==> config.mk <==
export PLATFORM = sky130hd
export DESIGN_NAME = read_line_buf
export DESIGN_NICKNAME = d
export VERILOG_FILES = /design/src/rtl/rlb_pkg.sv /design/src/rtl/rlb_tag_match.sv /design/src/rtl/read_line_buf.sv
export SDC_FILE = /design/constraint.sdc
export NUM_CORES = 2
export LEC_CHECK = 0
export CELL_PAD_IN_SITES_DETAIL_PLACEMENT = 0
export CELL_PAD_IN_SITES_GLOBAL_PLACEMENT = 1
export CORE_MARGIN = 3
export CORE_UTILIZATION = 48
export CTS_CLUSTER_SIZE = 30
export DETAILED_ROUTE_END_ITERATION = 8
export GPL_ROUTABILITY_DRIVEN = 0
export HOLD_SLACK_MARGIN = 0.1
export PLACE_DENSITY = 0.94
export SYNTH_ARGS = -nofsm -noshare
export SYNTH_HDL_FRONTEND = slang
export SYNTH_SLANG_ARGS = --single-unit
==> constraint.sdc <==
create_clock -name clk -period 8.1 [get_ports clk]
set_input_delay 1.215 -clock clk [delete_from_list [all_inputs] [get_ports clk]]
set_output_delay 1.215 -clock clk [all_outputs]
set_load 0.01 [all_outputs]
==> src/rtl/rlb_pkg.sv <==
// Shared types and helpers for the read line buffer: FSM states, line entry layout,
// and word extract/byte-merge functions on a 128-bit line.
package rlb_pkg;

  localparam int LINE_BYTES = 16;
  localparam int TAG_W      = 28;

  typedef enum logic [1:0] {
    ST_IDLE      = 2'd0,
    ST_MISS_REQ  = 2'd1,
    ST_MISS_WAIT = 2'd2,
    ST_RESP      = 2'd3
  } state_t;

  typedef struct packed {
    logic             valid;
    logic [TAG_W-1:0] tag;
    logic [127:0]     data;
  } entry_t;

  function automatic logic [31:0] line_word(input logic [127:0] line, input logic [1:0] sel);
    return line[{sel, 5'b0} +: 32];
  endfunction

  function automatic logic [127:0] merge_word(input logic [127:0] line, input logic [1:0] sel,
                                              input logic [31:0] wdata, input logic [3:0] strb);
    logic [127:0] r;
    r = line;
    for (int b = 0; b < 4; b++) begin
      if (strb[b]) r[int'(sel) * 32 + b * 8 +: 8] = wdata[b * 8 +: 8];
    end
    return r;
  endfunction

endpackage

==> src/rtl/rlb_tag_match.sv <==
// Parallel tag compare across all entries; reports the matching entry and the
// lowest-index invalid entry.
module rlb_tag_match
  import rlb_pkg::*;
#(
  parameter int ENTRIES = 4,
  parameter int IDX_W   = $clog2(ENTRIES)
) (
  input  logic [ENTRIES-1:0]            valid_i,
  input  logic [ENTRIES-1:0][TAG_W-1:0] tags_i,
  input  logic [TAG_W-1:0]              tag_i,
  output logic                          hit_o,
  output logic [IDX_W-1:0]              hit_idx_o,
  output logic                          free_found_o,
  output logic [IDX_W-1:0]              free_idx_o
);

  // Scanning downward lets the lowest index win without a priority chain flag.
  always_comb begin
    hit_o        = 1'b0;
    hit_idx_o    = '0;
    free_found_o = 1'b0;
    free_idx_o   = '0;
    for (int i = ENTRIES - 1; i >= 0; i--) begin
      if (valid_i[i] && (tags_i[i] == tag_i)) begin
        hit_o     = 1'b1;
        hit_idx_o = IDX_W'(i);
      end
      if (!valid_i[i]) begin
        free_found_o = 1'b1;
        free_idx_o   = IDX_W'(i);
      end
    end
  end

endmodule

==> src/rtl/read_line_buf.sv <==
// Read line buffer: serves 32-bit loads from ENTRIES cached 16-byte lines, one miss
// outstanding, snoop write-update for coherence. Optional macro RLB_STATS_EN adds hit/miss counters.
module read_line_buf
  import rlb_pkg::*;
#(
  parameter int ENTRIES = 4
) (
  input  logic         clk,
  input  logic         rst_n,
  input  logic         in_valid,
  input  logic [31:0]  in_addr,
  output logic         in_ready,
  output logic         resp_valid,
  output logic [31:0]  resp_rdata,
  input  logic         resp_ready,
  output logic         mem_req_valid,
  output logic [31:0]  mem_req_addr,
  input  logic         mem_req_ready,
  input  logic         mem_rsp_valid,
  input  logic [127:0] mem_rsp_data,
  input  logic         snoop_valid,
  input  logic [31:0]  snoop_addr,
  input  logic [31:0]  snoop_wdata,
  input  logic [3:0]   snoop_wstrb,
  input  logic         invalidate,
  output logic         busy
`ifdef RLB_STATS_EN
  ,
  output logic [31:0]  hit_count,
  output logic [31:0]  miss_count
`endif
);

  localparam int IDX_W = $clog2(ENTRIES);

  state_t             state_q, state_d;
  entry_t             entries_q [ENTRIES];
  entry_t             entries_d [ENTRIES];
  logic [IDX_W-1:0]   rr_ptr_q, rr_ptr_d;
  logic               drop_fill_q, drop_fill_d;
  logic [TAG_W-1:0]   miss_tag_q, miss_tag_d;
  logic [1:0]         miss_word_q, miss_word_d;
  logic [31:0]        resp_rdata_q, resp_rdata_d;

  logic [ENTRIES-1:0]            valid_vec;
  logic [ENTRIES-1:0][TAG_W-1:0] tag_vec;
  logic                          ld_hit, snp_hit, free_found, snp_free_found;
  logic [IDX_W-1:0]              ld_hit_idx, snp_hit_idx, free_idx, snp_free_idx;
  logic                          accept, in_miss, snoop_miss_match, fill, allocate;
  logic [IDX_W-1:0]              victim;
  logic                          unused_bits;

  always_comb begin
    for (int i = 0; i < ENTRIES; i++) begin
      valid_vec[i] = entries_q[i].valid;
      tag_vec[i]   = entries_q[i].tag;
    end
  end

  rlb_tag_match #(.ENTRIES(ENTRIES), .IDX_W(IDX_W)) u_ld_match (
    .valid_i      (valid_vec),
    .tags_i       (tag_vec),
    .tag_i        (in_addr[31:4]),
    .hit_o        (ld_hit),
    .hit_idx_o    (ld_hit_idx),
    .free_found_o (free_found),
    .free_idx_o   (free_idx)
  );

  rlb_tag_match #(.ENTRIES(ENTRIES), .IDX_W(IDX_W)) u_snp_match (
    .valid_i      (valid_vec),
    .tags_i       (tag_vec),
    .tag_i        (snoop_addr[31:4]),
    .hit_o        (snp_hit),
    .hit_idx_o    (snp_hit_idx),
    .free_found_o (snp_free_found),
    .free_idx_o   (snp_free_idx)
  );

  assign unused_bits = ^{in_addr[1:0], snoop_addr[1:0], snp_free_found, snp_free_idx};

  assign accept           = in_valid && in_ready;
  assign in_miss          = (state_q == ST_MISS_REQ) || (state_q == ST_MISS_WAIT);
  assign snoop_miss_match = in_miss && snoop_valid && (snoop_addr[31:4] == miss_tag_q);
  assign fill             = (state_q == ST_MISS_WAIT) && mem_rsp_valid;
  // A line snooped or invalidated while in flight may be stale: serve it once, never cache it.
  assign allocate         = fill && !drop_fill_q && !snoop_miss_match && !invalidate;
  assign victim           = free_found ? free_idx : rr_ptr_q;

  // NOTE: state registers use non-blocking assignments so every flop samples pre-edge values.
  always_ff @(posedge clk or negedge rst_n) begin
    if (!rst_n) state_q <= ST_IDLE;
    else        state_q <= state_d;
  end

  // NOTE: every always_comb output gets a default first; a missing branch would infer a latch.
  always_comb begin
    state_d = state_q;
    unique case (state_q)
      ST_IDLE:      if (accept)        state_d = ld_hit ? ST_RESP : ST_MISS_REQ;
      ST_MISS_REQ:  if (mem_req_ready) state_d = ST_MISS_WAIT;
      ST_MISS_WAIT: if (mem_rsp_valid) state_d = ST_RESP;
      ST_RESP:      if (resp_ready)    state_d = ST_IDLE;
      default:                         state_d = ST_IDLE;
    endcase
  end

  always_comb begin
    in_ready      = (state_q == ST_IDLE) && !invalidate;
    mem_req_valid = (state_q == ST_MISS_REQ);
    mem_req_addr  = mem_req_valid ? {miss_tag_q, 4'b0} : 32'h0;
    resp_valid    = (state_q == ST_RESP);
    resp_rdata    = resp_rdata_q;
    busy          = (state_q != ST_IDLE);
  end

  // Order matters: snoop update, then fill overwrite of the victim, then invalidate.
  always_comb begin
    entries_d    = entries_q;
    rr_ptr_d     = rr_ptr_q;
    drop_fill_d  = drop_fill_q;
    miss_tag_d   = miss_tag_q;
    miss_word_d  = miss_word_q;
    resp_rdata_d = resp_rdata_q;

    if (accept) begin
      if (ld_hit) begin
        resp_rdata_d = line_word(entries_q[ld_hit_idx].data, in_addr[3:2]);
      end else begin
        miss_tag_d  = in_addr[31:4];
        miss_word_d = in_addr[3:2];
      end
    end

    if (snoop_valid && snp_hit) begin
      entries_d[snp_hit_idx].data =
        merge_word(entries_q[snp_hit_idx].data, snoop_addr[3:2], snoop_wdata, snoop_wstrb);
    end

    if (in_miss && (snoop_miss_match || invalidate)) drop_fill_d = 1'b1;

    if (fill) begin
      resp_rdata_d = line_word(mem_rsp_data, miss_word_q);
      drop_fill_d  = 1'b0;
    end

    if (allocate) begin
      entries_d[victim] = '{valid: 1'b1, tag: miss_tag_q, data: mem_rsp_data};
      if (!free_found) rr_ptr_d = rr_ptr_q + 1'b1;
    end

    if (invalidate) begin
      for (int i = 0; i < ENTRIES; i++) entries_d[i].valid = 1'b0;
    end
  end

  // NOTE: only the valid bits matter after reset; tag/data are cleared too just to keep X out of sim.
  always_ff @(posedge clk or negedge rst_n) begin
    if (!rst_n) begin
      entries_q    <= '{default: '0};
      rr_ptr_q     <= '0;
      drop_fill_q  <= 1'b0;
      miss_tag_q   <= '0;
      miss_word_q  <= '0;
      resp_rdata_q <= '0;
    end else begin
      entries_q    <= entries_d;
      rr_ptr_q     <= rr_ptr_d;
      drop_fill_q  <= drop_fill_d;
      miss_tag_q   <= miss_tag_d;
      miss_word_q  <= miss_word_d;
      resp_rdata_q <= resp_rdata_d;
    end
  end

`ifdef RLB_STATS_EN
  logic [31:0] hit_count_q, miss_count_q;

  always_ff @(posedge clk or negedge rst_n) begin
    if (!rst_n) begin
      hit_count_q  <= '0;
      miss_count_q <= '0;
    end else if (accept) begin
      if (ld_hit && (hit_count_q != '1))   hit_count_q  <= hit_count_q + 1'b1;
      if (!ld_hit && (miss_count_q != '1)) miss_count_q <= miss_count_q + 1'b1;
    end
  end

  assign hit_count  = hit_count_q;
  assign miss_count = miss_count_q;
`endif

endmodule

==> impl_metrics.py <==
metrics = {
    "logic_synthesis": {
        "muxShareOfSynthArea_pct": 14.76,
        "syn_area_sq_um": 43760,
        "ys.flop_type": "dfrtp_1",
        "synth_xor_area_share_pct": 4.918,
        "yosys_register_bits": 695,
        "async_flop_share_pct": 100.0,
        "synthDistinctLibCells": 57,
        "synth.area.top_cells": "dfrtp_1 (40%), nand2_1 (11%), o221ai_1 (10%)",
        "synthAdderAreaFrac_pct": 0.3145,
        "synth_top_family_by_area": "compound AO/OA/AOI/OAI gates",
        "synth_compound_area_share_pct": 20.42,
        "synth-simple-area-share_pct": 15.13,
        "yosysTopAreaCellShare_pct": 39.75,
        "ys_warn_count": 0,
        "yosysTopAreaCell": "dfrtp_1",
        "synthCells": 4730,
        "postSynthAreaPerCell_sq_um": 9.251,
        "synth_seq_area_share_pct": 39.75,
        "synth_edf_count": 0,
    },
    "critical_path": {
        "crit_path_end_kind": "flop",
        "r2r_setup_slack_ns": 3.22,
        "crit_chain": "clkdlybuf4s50_1 > xnor2_1 > nand4_1 > nor4_1 > a311oi_1 > and4_4 > or4b_4 > buf_4 > o221ai_1",
        "cp.depth": 9,
        "reg2reg_depth": 8,
        "critPathRequiredTime_ns": 8.57,
        "cp_max_fo": 78,
        "path_buf_inv": 2,
        "start_kind": "input port",
        "crit_slowest_cell": "and4_4",
        "path_class": "in2reg",
        "slowest_delay_ns": 1.04,
        "r2r-end": "entries_q[339]$_DFF_PN0_",
        "rr_startpoint": "miss_tag_q[4]$_DFFE_PN0P_",
        "cp_top_family": "simple AND/OR/NAND/NOR gates",
        "startpoint": "snoop_addr[8]",
        "crit_path_end": "entries_q[339]$_DFF_PN0_",
        "crit_arrival_ns": 5.99,
    },
    "layout": {
        "final_area_sq_um": 49870,
        "final_nets": 4953,
        "synthToLayoutAreaGrowth_pct": 13.96,
        "drive_above_1_share_pct": 8.230,
        "fill_cells": 7669,
    },
    "sta": {
        "max_freq_mhz": 181.2,
        "fin_skew_ns": 0.04277,
        "final_max_slew_viol_count": 0,
        "holdWs_ns": 0.4794,
        "slew_headroom_pct": 9.249,
        "setup_violations": 0,
        "period_minus_slack_ns": 5.519,
        "finalHoldViolations": 0,
        "worstMarginPinSlew_ns": 1.355,
        "rsz0062_at_grt": "false",
        "min_period_over_period_pct": 68.14,
        "setup_tns_ns": 0,
    },
    "grt": {
        "grt_overflow_total": 0,
        "grt_usage_pct": 36.02,
        "grt_max_degree": 209,
        "grt_first_pass_wirelength_mm": 260.2,
        "antenna_found_initial": 44,
        "first_global_vias": 40140,
    },
    "detailed_routing": {
        "wl_mm": 175.8,
        "wl_per_cell_um": 29.44,
        "first_pass_iters": 8,
        "via_per_inst": 6.984,
        "drt.antenna.violating_nets": 0,
        "drc": 0,
        "drtIter0Drc": 5964,
        "vias": 41710,
    },
    "flow_run": {
        "max-cap-violations": 0,
    },
    "pwr": {
        "cellLeakagePower_uw": 0.02051,
        "peakVddDrop_v": 0.0002579,
        "pwr_density_cell_nw_per_um2": 248.3,
        "power_uw": 12380,
    },
    "clocking": {
        "cts-buffers-inserted": 82,
        "cts_htree_levels": 3,
        "ctsResizeCount": 0,
        "worst_skew_pair.late_latency_ns": 0.67,
        "post_cts.repair.setup_buffers": 0,
        "cts_hold_buf": 0,
        "cts-root-buf": "clkbuf_16",
        "cts_sinks": 695,
        "clk_pin_slew_ns": 0.06,
        "tritoncts": "yes",
        "cts_buffer_depth": 3,
    },
    "min_path": {
        "hp-class": "reg2reg",
    },
    "die": {
        "die_x_um": 307.9,
        "initial_core_util_pct": 48.54,
        "num_rows": 110,
        "dieArea_sq_um": 94820,
        "core_sq_um": 90150,
        "die_h_um": 307.9,
        "io_pins": 304,
    },
    "place": {
        "dp_hpwl_mm": 105.5,
        "io_buffer_count": 295,
        "placed_area_sq_um": 47070,
    },
    "run_status": {
        "outcome": "finished clean",
    },
}
[layout make-up]
class | count | area (sq um) | area share (%)
multi-input cells | 3554 | 24510 | 49.15
flip-flops and latches | 695 | 17390 | 34.88
clock buffers | 120 | 2440 | 4.893
well taps | 1176 | 1471 | 2.951
repair buffers | 356 | 3636 | 7.292
inverters | 17 | 63.81 | 0.1280
diodes | 33 | 82.58 | 0.1656
clock inverters | 21 | 269.0 | 0.5395
[metal layers]
metal	part of all wire (%)	wire, um	up-vias	global-route usage (%)
met3	15	26190	710	13.34
met4	5.7	10090	28	18.89
li1	-	-	17470	-
met2	42	73200	3259	51.03
met1	38	66140	20240	47.98
met5	0.11	186	-	0
[cells in the final DEF, fill, tap and decap left out, drive strengths merged, types with 6 or more instances in the layout]
cell / netlist / final
nand2: 1241 / 1241
dfrtp: 695 / 695
o221ai: 513 / 513
mux2i: 418 / 418
clkdlybuf4s50: 0 / 293
xnor2: 208 / 208
a22oi: 193 / 193
o211ai: 161 / 161
mux2: 138 / 138
a21o: 132 / 132
clkbuf: 335 / 120
nand4: 81 / 81
nor2: 77 / 77
buf: 132 / 63
nand3: 53 / 53
xor2: 36 / 36
diode: 0 / 33
a21oi: 33 / 33
mux4: 32 / 32
a211oi: 32 / 32
o21a: 32 / 32
and2: 31 / 31
nor4: 27 / 27
nand2b: 21 / 21
inv: 17 / 21
nor3: 18 / 18
clkinv: 0 / 12
ha: 11 / 11
o21ai: 8 / 8
nor3b: 6 / 6
[stage by stage]
stage	utilization (%)	worst slack (ns)	instances
after floorplan	-	4.224	4733
after global placement	52.22	2.188	5798
after detailed placement	52.22	2.100	5798
after CTS	55.22	2.810	5939
after global routing	55.27	2.530	5955
final	55.31	2.581	5972
[report_power, final]
group,total (uW),internal (uW),switching (uW)
sequential,4870,4100,766
combinational,3710,1710,2010
clock,3800,2220,1580
[cell families after synthesis]
| group | Yosys count |
|---|---|
| AOI/OAI and AO/OA | 1117 |
| xor gates and xnor gates | 244 |
| adders and majority gates | 11 |
| buffers and inverters | 484 |
| DFF | 695 |
| muxes | 588 |
| other | 1 |
| and+or+nand+nor | 1590 |
[flip-flops by register name (all words and copies together), names as in the netlist]
register and flops:
drop_fill_q 1, rr_ptr_q 2, miss_tag_q 28, state_q 2
resp_rdata 32, entries_q 628, miss_word_q 2
[synthesized netlist by cell type, types with 16 or more instances]
library cell and n:
inv_1 17, mux2i_1 418, nand3_1 53, o211ai_1 161, nand4_1 81, o221ai_1 513, xor2_1 36, nor2_1 77
a22oi_1 193, nand2_1 1241, buf_1 16, nor4_1 27, mux2_2 138, and2_1 30, nor3_1 18, dfrtp_1 695
o21a_1 32, nand2b_1 21, a21oi_1 33, a21o_1 132, clkbuf_1 335, buf_2 96, xnor2_1 206, a211oi_1 32
mux4_2 32
[how the worst min path moves through the flow]
stage,start,endpoint,slack [ns],cells after the start
6_report,rr_ptr_q[1]$_DFFE_PN0P_,rr_ptr_q[1]$_DFFE_PN0P_,0.48,1
5_1_grt,rr_ptr_q[0]$_DFFE_PN0P_,rr_ptr_q[0]$_DFFE_PN0P_,0.52,1
4_1_cts,rr_ptr_q[1]$_DFFE_PN0P_,rr_ptr_q[1]$_DFFE_PN0P_,0.48,1
3_5_place_dp,rr_ptr_q[1]$_DFFE_PN0P_,rr_ptr_q[1]$_DFFE_PN0P_,0.47,1
3_3_place_gp,rr_ptr_q[1]$_DFFE_PN0P_,rr_ptr_q[1]$_DFFE_PN0P_,0.46,1
2_1_floorplan,rr_ptr_q[1]$_DFFE_PN0P_,rr_ptr_q[1]$_DFFE_PN0P_,0.45,1
Note: power is estimated with default switching activity, not from simulation.
